File: src/rtl/booth_pkg.sv
// Shared types and helpers for the Booth multiplier arbiter.
package booth_pkg;

    localparam int unsigned DEFAULT_WIDTH = 16;

    // Arbiter FSM encoding.
    typedef enum logic [2:0] {
        ST_IDLE  = 3'd0,
        ST_CLR   = 3'd1,
        ST_START = 3'd2,
        ST_WAIT  = 3'd3,
        ST_RESP  = 3'd4
    } state_t;

    // Index width for n items; never less than one bit.
    function automatic int unsigned clog2_f(input int unsigned n);
        int unsigned r;
        r = 1;
        for (int unsigned i = 1; i < 32; i++) begin
            if ((32'd1 << i) < n) begin
                r = i + 1;
            end
        end
        return r;
    endfunction

endpackage

File: src/rtl/rr_pick.sv
// Combinational round-robin picker: searches upward from last_i+1 with wrap.
module rr_pick
    import booth_pkg::*;
#(
    parameter int unsigned NREQ = 4,
    parameter int unsigned IDXW = clog2_f(NREQ)
) (
    input  logic [NREQ-1:0] req_i,
    input  logic [IDXW-1:0] last_i,
    output logic [NREQ-1:0] gnt_c_o,
    output logic [IDXW-1:0] idx_c_o,
    output logic            any_c_o
);

    logic [IDXW-1:0] cand;

    // First requester found after the previous winner takes the grant.
    always_comb begin
        gnt_c_o = '0;
        idx_c_o = '0;
        any_c_o = 1'b0;
        cand    = '0;
        for (int unsigned k = 1; k <= NREQ; k++) begin
            cand = IDXW'((32'(last_i) + k) % NREQ);
            if (!any_c_o && req_i[cand]) begin
                any_c_o       = 1'b1;
                idx_c_o       = cand;
                gnt_c_o[cand] = 1'b1;
            end
        end
    end

endmodule

File: src/rtl/booth_mult_arbiter.sv
// Round-robin scheduler sharing one Booth multiplier core among NREQ clients.
module booth_mult_arbiter
    import booth_pkg::*;
#(
    parameter int unsigned NREQ    = 4,
    parameter int unsigned WIDTH   = DEFAULT_WIDTH,
    parameter int unsigned TIMEOUT = 64
) (
    input  logic                       clk,
    input  logic                       rst_n,
    input  logic [NREQ-1:0]            req_valid_i,
    output logic [NREQ-1:0]            req_ready_o,
    input  logic [NREQ*WIDTH-1:0]      req_a_i,
    input  logic [NREQ*WIDTH-1:0]      req_b_i,
    output logic [NREQ-1:0]            rsp_valid_o,
    input  logic [NREQ-1:0]            rsp_ready_i,
    output logic [2*WIDTH-1:0]         rsp_prod_o,
    output logic                       rsp_err_o,
    output logic                       mul_clr_o,
    output logic                       mul_start_o,
    output logic [WIDTH-1:0]           mul_a_o,
    output logic [WIDTH-1:0]           mul_b_o,
    input  logic                       mul_done_i,
    input  logic [2*WIDTH-1:0]         mul_prod_i,
    output logic                       busy_o,
    output logic [clog2_f(NREQ)-1:0]   grant_id_o
);

    localparam int unsigned IDXW = clog2_f(NREQ);
    localparam int unsigned WDW  = clog2_f(TIMEOUT);

    state_t             state_q, state_d;
    logic [IDXW-1:0]    last_q, last_d;
    logic [IDXW-1:0]    grant_q, grant_d;
    logic [WIDTH-1:0]   a_q, a_d, b_q, b_d;
    logic [2*WIDTH-1:0] prod_q, prod_d;
    logic               err_q, err_d;
    logic [WDW-1:0]     wd_q, wd_d;
    logic [NREQ-1:0]    rsp_valid_q, rsp_valid_d;
    logic               clr_q, clr_d;
    logic               start_q, start_d;
    logic               busy_q, busy_d;

    logic [NREQ-1:0]    pick_gnt;
    logic [IDXW-1:0]    pick_idx;
    logic               pick_any;
    logic [WIDTH-1:0]   sel_a, sel_b;

    rr_pick #(
        .NREQ (NREQ),
        .IDXW (IDXW)
    ) u_rr_pick (
        .req_i   (req_valid_i),
        .last_i  (last_q),
        .gnt_c_o (pick_gnt),
        .idx_c_o (pick_idx),
        .any_c_o (pick_any)
    );

    // Operand mux for the round-robin winner.
    always_comb begin
        sel_a = '0;
        sel_b = '0;
        for (int unsigned i = 0; i < NREQ; i++) begin
            if (pick_idx == IDXW'(i)) begin
                sel_a = req_a_i[i*WIDTH +: WIDTH];
                sel_b = req_b_i[i*WIDTH +: WIDTH];
            end
        end
    end

    // Next-state, datapath updates and registered-output next values.
    always_comb begin
        state_d     = state_q;
        last_d      = last_q;
        grant_d     = grant_q;
        a_d         = a_q;
        b_d         = b_q;
        prod_d      = prod_q;
        err_d       = err_q;
        wd_d        = wd_q;
        req_ready_o = '0;
        rsp_valid_d = '0;

        case (state_q)
            ST_IDLE: begin
                if (pick_any) begin
                    req_ready_o = pick_gnt;
                    grant_d     = pick_idx;
                    a_d         = sel_a;
                    b_d         = sel_b;
                    state_d     = ST_CLR;
                end
            end
            ST_CLR: begin
                state_d = ST_START;
            end
            ST_START: begin
                wd_d    = '0;
                state_d = ST_WAIT;
            end
            ST_WAIT: begin
                // A done in the expiry cycle still counts as success.
                if (mul_done_i) begin
                    prod_d  = mul_prod_i;
                    err_d   = 1'b0;
                    state_d = ST_RESP;
                end else if (wd_q == WDW'(TIMEOUT - 1)) begin
                    prod_d  = '0;
                    err_d   = 1'b1;
                    state_d = ST_RESP;
                end else begin
                    wd_d = wd_q + 1'b1;
                end
            end
            ST_RESP: begin
                if (rsp_ready_i[grant_q]) begin
                    last_d  = grant_q;
                    state_d = ST_IDLE;
                end
            end
            default: begin
                state_d = ST_IDLE;
            end
        endcase

        for (int unsigned i = 0; i < NREQ; i++) begin
            rsp_valid_d[i] = (state_d == ST_RESP) && (grant_d == IDXW'(i));
        end
        clr_d   = (state_d == ST_CLR);
        start_d = (state_d == ST_START);
        busy_d  = (state_d != ST_IDLE);
    end

    // State and datapath registers; reset aborts any transaction in flight.
    always_ff @(posedge clk or negedge rst_n) begin
        if (!rst_n) begin
            state_q     <= ST_IDLE;
            last_q      <= IDXW'(NREQ - 1);
            grant_q     <= '0;
            a_q         <= '0;
            b_q         <= '0;
            prod_q      <= '0;
            err_q       <= 1'b0;
            wd_q        <= '0;
            rsp_valid_q <= '0;
            clr_q       <= 1'b0;
            start_q     <= 1'b0;
            busy_q      <= 1'b0;
        end else begin
            state_q     <= state_d;
            last_q      <= last_d;
            grant_q     <= grant_d;
            a_q         <= a_d;
            b_q         <= b_d;
            prod_q      <= prod_d;
            err_q       <= err_d;
            wd_q        <= wd_d;
            rsp_valid_q <= rsp_valid_d;
            clr_q       <= clr_d;
            start_q     <= start_d;
            busy_q      <= busy_d;
        end
    end

    assign rsp_valid_o = rsp_valid_q;
    assign rsp_prod_o  = prod_q;
    assign rsp_err_o   = err_q;
    assign mul_clr_o   = clr_q;
    assign mul_start_o = start_q;
    assign mul_a_o     = a_q;
    assign mul_b_o     = b_q;
    assign busy_o      = busy_q;
    assign grant_id_o  = grant_q;

endmodule

File: config.mk
export PLATFORM = sky130hd
export DESIGN_NAME = booth_mult_arbiter
export DESIGN_NICKNAME = d
export VERILOG_FILES = /design/src/rtl/booth_pkg.sv /design/src/rtl/rr_pick.sv /design/src/rtl/booth_mult_arbiter.sv
export SDC_FILE = /design/constraint.sdc
export NUM_CORES = 1
export LEC_CHECK = 0
export CAP_MARGIN = 20
export CELL_PAD_IN_SITES_DETAIL_PLACEMENT = 0
export CELL_PAD_IN_SITES_GLOBAL_PLACEMENT = 1
export CORE_MARGIN = 2
export CORE_UTILIZATION = 31
export CTS_BUF_LIST = sky130_fd_sc_hd__clkbuf_16
export DETAILED_ROUTE_END_ITERATION = 12
export MAX_ROUTING_LAYER = met4
export PLACE_DENSITY = 0.78
export SLEW_MARGIN = 10
export SYNTH_ARGS = -nofsm -noshare
export SYNTH_HDL_FRONTEND = slang
export SYNTH_SLANG_ARGS = --single-unit
File: constraint.sdc
create_clock -name clk -period 4.3 [get_ports clk]
set_input_delay 0.86 -clock clk [delete_from_list [all_inputs] [get_ports clk]]
set_output_delay 0.86 -clock clk [all_outputs]
set_load 0.02 [all_outputs]
==> Word-level counts from Yosys, hierarchy flattened <==
Cells that the tools add are included.
{ "word_totals": {"regBits": 85, "in_bits": 171, "output_inout_bits": 78} }
{ "op_classes": {"add_sub_neg": 5, "n_lt_le_gt_ge": 9, "eq_ne": 16, "mux": 54, "n_bitwise": 3, "n_reduce_logical": 24} }
{ "op_table": {"columns": ["cell", "n"], "rows": [
  ["$mux 16", 8],
  ["$mux 32", 2],
  ["$mux 4", 6],
  ["$lt 2x3->1 const B", 5],
  ["$mux 1", 15],
  ["$pmux 3 s5", 1],
  ["$mux 2", 6],
  ["$mux 3", 4],
  ["$mux 6", 2],
  ["$or 4x4->4", 3],
  ["$pmux 6 s2", 1],
  ["$logic_and 1x1->1", 11],
  ["$bmux 1 s2", 5],
  ["$eq 3x2->1 const B", 3],
  ["$demux 1 s2", 4],
  ["$eq 2x2->1 const B", 4],
  ["$ge 2x1->1 const B", 4],
  ["$add 6x1->6 const B", 1],
  ["$eq 3x1->1 const B", 2],
  ["$eq 3x3->1 const B", 2],
  ["$eq 6x6->1 const B", 1],
  ["$reduce_and 2->1", 3],
  ["$add 2x1->2 const B", 2],
  ["$add 2x2->2 const B", 2],
  ["other kinds (8)", 14]
]} }

==> Longest topological paths before layout <==
Gate-level depths: netlist (run 1).
{ "depth": {"word_depth": 18, "mapped_depth": 14, "ltp_nobuf": 8} }

==> Hierarchy <==
Synthesis (run 1) repeated with hierarchy kept, for this count alone.
{ "unflattened": {"cells_unflattened": 353, "hier_area_um2": 4680.7} }
{ "by_module_without_submodules": {"columns": ["module", "n_inst", "cells_per_inst", "area_each_um2"], "rows": [
  ["booth_mult_arbiter", 1, 267, 4051.4],
  ["rr_pick", 1, 86, 629.4]
]} }

==> Worst setup path after synthesis (run 1) <==
Ideal clock, no wire load.
{ "synth_timing": {"path_type": "reg2out", "startpoint": "register last_q[0]", "endpoint": "output req_ready_o[0]", "t_arrival_ps": 3086, "slack_ps": 354, "path_stages_with_launch": 12, "path_buffers": 4, "path_cell_list": "dfstp_2 -> buf_4 -> buf_4 -> buf_1 -> inv_1 -> ha_1 -> buf_2 -> mux4_2 -> nor2b_1 -> a221o_1 -> o21ai_0 -> a21oi_1"} }
{ "synth_between": {"elab_chain_cells": 15, "word_cells_on_any_way": 51, "classes_between": "4 x add/sub; 8 x order compare; 26 x mux; 3 x bitwise; 10 x reduce/logical"} }
{ "synth_rtl": {"columns": ["item", "line", "rtl"], "rows": [
  ["from (decl)", "booth_mult_arbiter.sv:33", "logic [IDXW-1:0] last_q, last_d;"],
  ["from (signal assigned)", "booth_mult_arbiter.sv:139", "last_q <= IDXW'(NREQ - 1);"],
  ["from (signal assigned)", "booth_mult_arbiter.sv:152", "last_q <= last_d;"],
  ["parallel branches: the longest is 13 deep, another holds $lt 2x3->1", null, null],
  ["$mux 4 *", "booth_mult_arbiter.sv:87", "if (pick_any) begin"],
  ["$mux 4 *", "booth_mult_arbiter.sv:85", "case (state_q)"],
  ["to (decl)", "booth_mult_arbiter.sv:12", "output logic [NREQ-1:0] req_ready_o,"]
]} }
Every way passes the cells marked *. The select of a mux whose other input is x is not followed.

==> Worst setup path in the final report (run 1) <==
{ "layout_timing": {"startpoint": "input req_valid_i[1]", "endpoint": "output req_ready_o[2]"} }
{ "layout_between": {"elab_chain_cells": 14, "word_cells_on_any_way": 27, "classes_between": "18 x mux; 3 x bitwise; 6 x reduce/logical"} }
{ "layout_rtl": {"columns": ["item", "line", "rtl"], "rows": [
  ["from (decl)", "booth_mult_arbiter.sv:11", "input logic [NREQ-1:0] req_valid_i,"],
  ["$bmux 1 s2", "rr_pick.sv:25", "if (!any_c_o && req_i[cand]) begin"],
  ["$mux 1 (implied by the code)", "rr_pick.sv:25", null],
  ["$mux 1", "rr_pick.sv:25", null],
  ["$logic_not 1->1", "rr_pick.sv:25", null],
  ["$logic_and 1x1->1", "rr_pick.sv:25", null],
  ["$mux 1", "rr_pick.sv:25", null],
  ["$logic_not 1->1", "rr_pick.sv:25", null],
  ["$logic_and 1x1->1", "rr_pick.sv:25", null],
  ["$mux 1", "rr_pick.sv:25", null],
  ["$logic_not 1->1", "rr_pick.sv:25", null],
  ["$logic_and 1x1->1", "rr_pick.sv:25", null],
  ["$mux 4 / $mux 1 (equally long branches)", "rr_pick.sv:25", null],
  ["$mux 4 *", "booth_mult_arbiter.sv:87", null],
  ["$mux 4 *", "booth_mult_arbiter.sv:85", null]
]} }
Mark *: on every way between the ends. The rest lies on a longest branch, timed or not. The select of a mux whose other input is x is not followed.

==> impl_metrics.tcl, run 1 <==
set metrics [dict create \
    crit_top_cell "clkdlybuf4s50_1" \
    synth_top_area_cell "dfrtp_1" \
    slew_violations 0 \
    synthArstFlopShare_pct 100.0 \
    clock_path_buffers 2 \
    antenna_found_initial 1 \
    crit_family "buffers and inverters" \
    clock_sinks 85 \
    setup_viol 0 \
    ys.flop_type "dfrtp_1" \
    drv_cap 0 \
    nets 948 \
    vias 5218 \
    period_share_pct 97.47 \
    totalWireLength_mm 18.39 \
    min_path_type "in2async" \
    htreeDepth 3 \
    avgViaCountPerCell 5.218 \
    powerDensity_nw_per_um2 744.1 \
    first_pass_iters 6 \
    critPathSlowestCell "clkdlybuf4s50_1" \
    yosysTopAreaCellShare_pct 37.69 \
    clock_skew_ps 7.545 \
    synth_nets 706 \
    die_x_um 137.3 \
    placed_cells 980 \
    synth_cell_type_count 55 \
    synth.yosys.seq_area_share_pct 38.65 \
    insertion_delay_ps 340 \
    cp.depth 7 \
    crit_path_cell_trace "clkdlybuf4s50_1 > mux4_2 > nor2b_1 > a221o_1 > o21ai_0 > a21oi_1 > clkdlybuf4s50_1" \
    ys_ff_latch 85 \
    ctsHoldBuffers 0 \
    cts_tree "yes" \
    ant_nets 0 \
    cp-start-kind "primary input" \
    ir_drop_uv 430.3 \
    grt_usage_pct 19.50 \
    synth-edff-count 0 \
    final_cells 1000 \
    crit_path_end_kind "primary output" \
    gp_congestion 0.8180 \
    post_drt_wl_per_cell_um 18.39 \
    first_global_vias 5397 \
    placementRows 48 \
    reg2reg_depth 9 \
    area_growth_pct 55.27 \
    cts-root-buf "clkbuf_16" \
    path_class "in2out" \
    fmax_mhz 238.6 \
    pin_count 249 \
    period_needed_ps 4191 \
    slowest_delay_ps 620 \
    syn_area_um2 5510 \
    layout_common_cells "clkdlybuf4s50_1 (244), dfrtp_1 (83), mux2i_1 (66)" \
    die_h_um 137.3 \
    synth-warning-count 0 \
    layout_commonest_cell "clkdlybuf4s50_1" \
    slew-limit-headroom_pct 46.82 \
    r2r_start "last_q[0]$_DFFE_PN1P_" \
    drc 0 \
    grt_pass1_wl_mm 27.48 \
    core-area_um2 17360 \
    status "completed" \
    reg2reg_slack_ps 1020 \
    crit_buf_inv 2 \
    dr.first_iter.drc_count 147 \
    start_util_pct 31.75 \
    hpwl_mm 13.70 \
    synthCells 526 \
    required_ps 3440 \
    tightest_slew_ps 791.7 \
    avgSynthCellArea_um2 10.48 \
    setup_tns_ps 0 \
    p_leak_nw 3.456 \
    timing.rr.end "mul_b_o[0]$_DFFE_PN0P_" \
    rsz0062_at_grt "false" \
    drive_gt1_share_pct 14.10 \
    grt_max_degree 86 \
    crit_fanout 6 \
    ys_top_cells_by_area "dfrtp_1 (38%), mux2i_1 (12%), a2111oi_2 (5.4%)" \
    cts_buffers 9 \
    dieArea_um2 18860 \
    port_buffers 248 \
    grt_overflow 0 \
    finalHoldViolations 0 \
    arrival_ps 3330 \
    clk_pin_slew_ps 60 \
]
## metal layers
| layer | global-route usage (%) | share of wire, % |
|---|---|---|
| met5 | - | 0 |
| met4 | 6.758 | 2.0 |
| met3 | 4.709 | 8.3 |
| met2 | 32.86 | 48 |
| met1 | 22.74 | 42 |
## kinds of logic (layout without fill, tap and decap cells)
family / count (synthesis) / count (layout) / synth area share [%]
other: 0 / 2 / 0
XOR/XNOR: 4 / 4 / 0.6357
AO/OA/AOI/OAI: 130 / 130 / 23.77
multiplexers: 75 / 75 / 14.85
adder cells (fa/ha/maj): 9 / 9 / 2.044
AND/OR/NAND/NOR: 171 / 171 / 15.21
buffers and inverters: 52 / 299 / 4.836
flip-flops: 85 / 85 / 38.65
## synthesized netlist by cell type, drive strengths merged, types with 2 or more instances
cell type	count
dfrtp	83
mux2i	66
nor2	45
nand2	41
a22o	33
nand3	31
nor2b	28
a211oi	27
a2111oi	26
buf	22
clkbuf	21
a21oi	9
ha	9
inv	9
o21ai	9
nor3	7
a32oi	5
mux4	5
nand4	5
o21a	5
a221o	4
mux2	4
xor2	4
nand2b	3
and3	2
dfstp	2
nand4b	2
or2	2
## repair_timing
action,CTS,global route
endpoints found under the setup margin,4,1
hold endpoints to repair,0,0
buffers inserted,1,0
gates resized for setup,4,1
## per-stage QoR
step	util, %	hold slack [ps]	setup WS [ps]	total power, mW	cell area (µm²)
after floorplan	-	465.6	354.2	4.135	5510
after global placement	47.47	470.6	225.7	5.555	8239
after detailed placement	47.47	477.5	32.86	5.641	8239
after CTS	49.11	493.2	66.25	6.422	8523
after global routing	49.28	470.8	37.14	6.772	8553
final	49.29	454.7	108.6	6.367	8556
## power breakdown
part / leakage [nW] / internal, mW / total (mW) / switching [mW]
Sequential: 1.02 / 1.18 / 1.41 / 0.233
Combinational: 2.30 / 1.89 / 4.21 / 2.32
Clock: 0.135 / 0.395 / 0.749 / 0.354
Total: 3.46 / 3.46 / 6.37 / 2.91
## registers in the layout, summed over array words and instances (netlist names), 2 cells and up
signal       count
rsp_valid_o      4
grant_id_o       2
wd_q             6
last_q           2
state_q          3
mul_a_o         16
rsp_prod_o      32
mul_b_o         16
## worst reg2reg max path: cells and delay by family, from the launching register on
kind            cells  cell delay (ps)
compound gates      2              530
fa+ha+maj           1              450
buf+inv             2              510
flops               1              540
mux                 2              700
simple gates        2              400
## final cells by class
| type | count | area, µm² |
|---|---|---|
| inverters | 9 | 33.78 |
| repair buffers | 274 | 2704 |
| well taps | 225 | 281.5 |
| diodes | 2 | 5.005 |
| clock inverters | 7 | 52.55 |
| flip-flops and latches | 85 | 2130 |
| multi-input cells | 389 | 3124 |
| clock buffers | 9 | 225.2 |
| fillers | 1576 | 8801 |
## how the worst max path moves through the flow
| stage | start | end |
|---|---|---|
| after floorplan | last_q[0]$_DFFE_PN1P_ | req_ready_o[0] |
| after global placement | req_valid_i[3] | req_ready_o[2] |
| after detailed placement | req_valid_i[3] | req_ready_o[0] |
| after CTS | req_valid_i[3] | req_ready_o[2] |
| after global routing | req_valid_i[1] | req_ready_o[2] |
| final | req_valid_i[1] | req_ready_o[2] |
Note: power is estimated with default switching activity, not from simulation.
==> run 2: changes to the inputs <==
--- a/config.mk
+++ b/config.mk
@@ -13,7 +13,7 @@
 export CTS_BUF_LIST = sky130_fd_sc_hd__clkbuf_16
 export DETAILED_ROUTE_END_ITERATION = 12
 export MAX_ROUTING_LAYER = met4
-export PLACE_DENSITY = 0.78
+export PLACE_DENSITY_LB_ADDON = 0.1
 export SLEW_MARGIN = 10
 export SYNTH_ARGS = -nofsm -noshare
 export SYNTH_HDL_FRONTEND = slang
==> run 2 against run 1 <==
  * Global-route usage up 0.30 points
  * Clock power down 1%
  * Register-to-register slack worse by 90 ps
  * First-iteration DRC count up 15%
  * Flip-flop and latch count unchanged
  * Critical path type is now reg2out
==> impl_metrics.tcl, run 2 (synthesis gave the netlist of run 1 again) <==
set metrics [dict create \
    status "completed" \
    grt_overflow 0 \
    grt_pass1_wl_mm 27.92 \
    required_ps 3440 \
    arrival_ps 3280 \
    die_x_um 137.3 \
    drv_cap 0 \
    slew_violations 0 \
    crit_path_end_kind "primary output" \
    gp_congestion 0.8302 \
    dieArea_um2 18860 \
    ant_nets 0 \
    period_share_pct 96.32 \
    antenna_found_initial 0 \
    area_growth_pct 54.29 \
    setup_viol 0 \
    cts_tree "yes" \
    multi_input_area_um2 3127 \
    clock_sinks 85 \
    postLayoutCoreUtil_pct 48.98 \
    vias 5086 \
    post_drt_wl_per_cell_um 18.35 \
    fmax_mhz 241.4 \
    powerDensity_nw_per_um2 738.8 \
    tightest_slew_ps 801.7 \
    layout_commonest_cell "clkdlybuf4s50_1" \
    min_path_cells 1 \
    largest_register_ffs 32 \
    slew-limit-headroom_pct 46.14 \
    path_class "reg2out" \
    rsz0062_at_grt "false" \
    pin_count 249 \
    drive_gt1_share_pct 13.90 \
    core-area_um2 17360 \
    clkPwrFrac_pct 11.8 \
    period_needed_ps 4142 \
    p_int_mw 3.407 \
    start_util_pct 31.75 \
    nets 945 \
    ctsHoldBuffers 0 \
    cts_buffers 9 \
    switching_share_pct 45.75 \
    power.share.combinational_pct 65.9 \
    min_path_type "reg2reg" \
    p_total_mw 6.281 \
    avgViaCountPerCell 5.106 \
    insertion_delay_ps 340 \
    drc 0 \
    dr.first_iter.drc_count 169 \
    clock_skew_ps 8.902 \
    finalHoldViolations 0 \
    ir_drop_uv 387.6 \
    clk_pin_slew_ps 70 \
    die_h_um 137.3 \
    clock_path_buffers 2 \
    grt_max_degree 60 \
    regArea_um2 2130 \
    cts-root-buf "clkbuf_16" \
    reg2reg_depth 9 \
    crit_fanout 8 \
    power.switching_mw 2.874 \
    grt_usage_pct 19.80 \
    placementRows 48 \
    setup_tns_ps 0 \
    first_global_vias 5248 \
    cp-start-kind "flip-flop" \
    p_leak_nw 3.416 \
    port_buffers 248 \
    hpwl_mm 13.54 \
    htreeDepth 3 \
    p_seq_share_pct 22.3 \
    layout_common_cells "clkdlybuf4s50_1 (247), dfrtp_1 (83), mux2i_1 (66)" \
    totalWireLength_mm 18.27 \
    first_pass_iters 5 \
    fill_cells 1610 \
]
run 2: cell count changes in the layout (fill, tap and decap cells not counted):
| cell | before | now |
|---|---|---|
| buf_12 | 1 | 0 |
| buf_16 | 1 | 0 |
| buf_4 | 25 | 24 |
| clkdlybuf4s50_1 | 244 | 247 |
| clkinv_4 | 2 | 1 |
| diode_2 | 2 | 1 |
| dlygate4sd2_1 | 3 | 0 |
| inv_6 | 0 | 2 |
| inv_8 | 1 | 0 |
| nor2b_1 | 28 | 27 |
| nor2b_2 | 0 | 1 |
run 2: cell type report:
class	count	area share, %
Timing Repair Buffer	271	31.20
Clock inverter	7	0.5887
Clock buffer	9	2.649
Antenna cell	1	0.02943
Multi-Input combinational cell	389	36.78
Sequential cell	85	25.05
Tap cell	225	3.311
Inverter	9	0.3974
run 2: what timing repair did:
item	in CTS	in global routing
setup endpoints to repair	4	4
setup buffers	1	0
resized for setup	1	2
run 2: power groups by stage:
stage	clock, mW	combinational (mW)	sequential, mW
2_1_floorplan	0	2.35	1.78
3_3_place_gp	0	4.08	1.42
3_5_place_dp	0	4.16	1.42
4_1_cts	0.772	4.20	1.41
5_1_grt	0.806	4.48	1.45
6_report	0.739	4.14	1.40
run 2: final timing paths:
kind	startpoint	end	slack, ps
min reg2reg	mul_a_o[9]$_DFFE_PN0P_	mul_a_o[9]$_DFFE_PN0P_	490
min in group asynchronous	rst_n	mul_a_o[0]$_DFFE_PN0P_	590
max in group asynchronous	rst_n	last_q[1]$_DFFE_PN1P_	2790
min	mul_a_o[9]$_DFFE_PN0P_	mul_a_o[9]$_DFFE_PN0P_	490
max reg2reg	last_q[0]$_DFFE_PN1P_	mul_b_o[5]$_DFFE_PN0P_	930
max	last_q[0]$_DFFE_PN1P_	req_ready_o[2]	160
run 2: per-stage QoR:
step / area [µm²] / hold WS [ps] / setup slack, ps / instances
3_5_place_dp: 8212 / 479.6 / 73.67 / 978
6_report: 8502 / 493.4 / 158.3 / 996
2_1_floorplan: 5510 / 465.6 / 354.2 / 526
4_1_cts: 8497 / 495.9 / 80.72 / 995
5_1_grt: 8499 / 514.5 / 16.80 / 995
3_3_place_gp: 8212 / 473.2 / 199.8 / 978
run 2: worst max-delay path: stages (launching register included):
cell and delay [ps]:
dfstp_2 530, inv_1 130, ha_2 430, mux4_2 580
nor2b_2 220, a221o_1 290, o21ai_0 90, a21oi_1 120
clkdlybuf4s50_1 560
run 2: layer usage:
metal  track usage, %  part of all wire [%]  vias to the layer above
li1                 -                     -                     2454
met1            25.15                    45                     2422
met2            31.21                    46                      193
met3            4.636                   7.3                       17
met4            6.472                   1.6                        0
met5                -                     0                        -
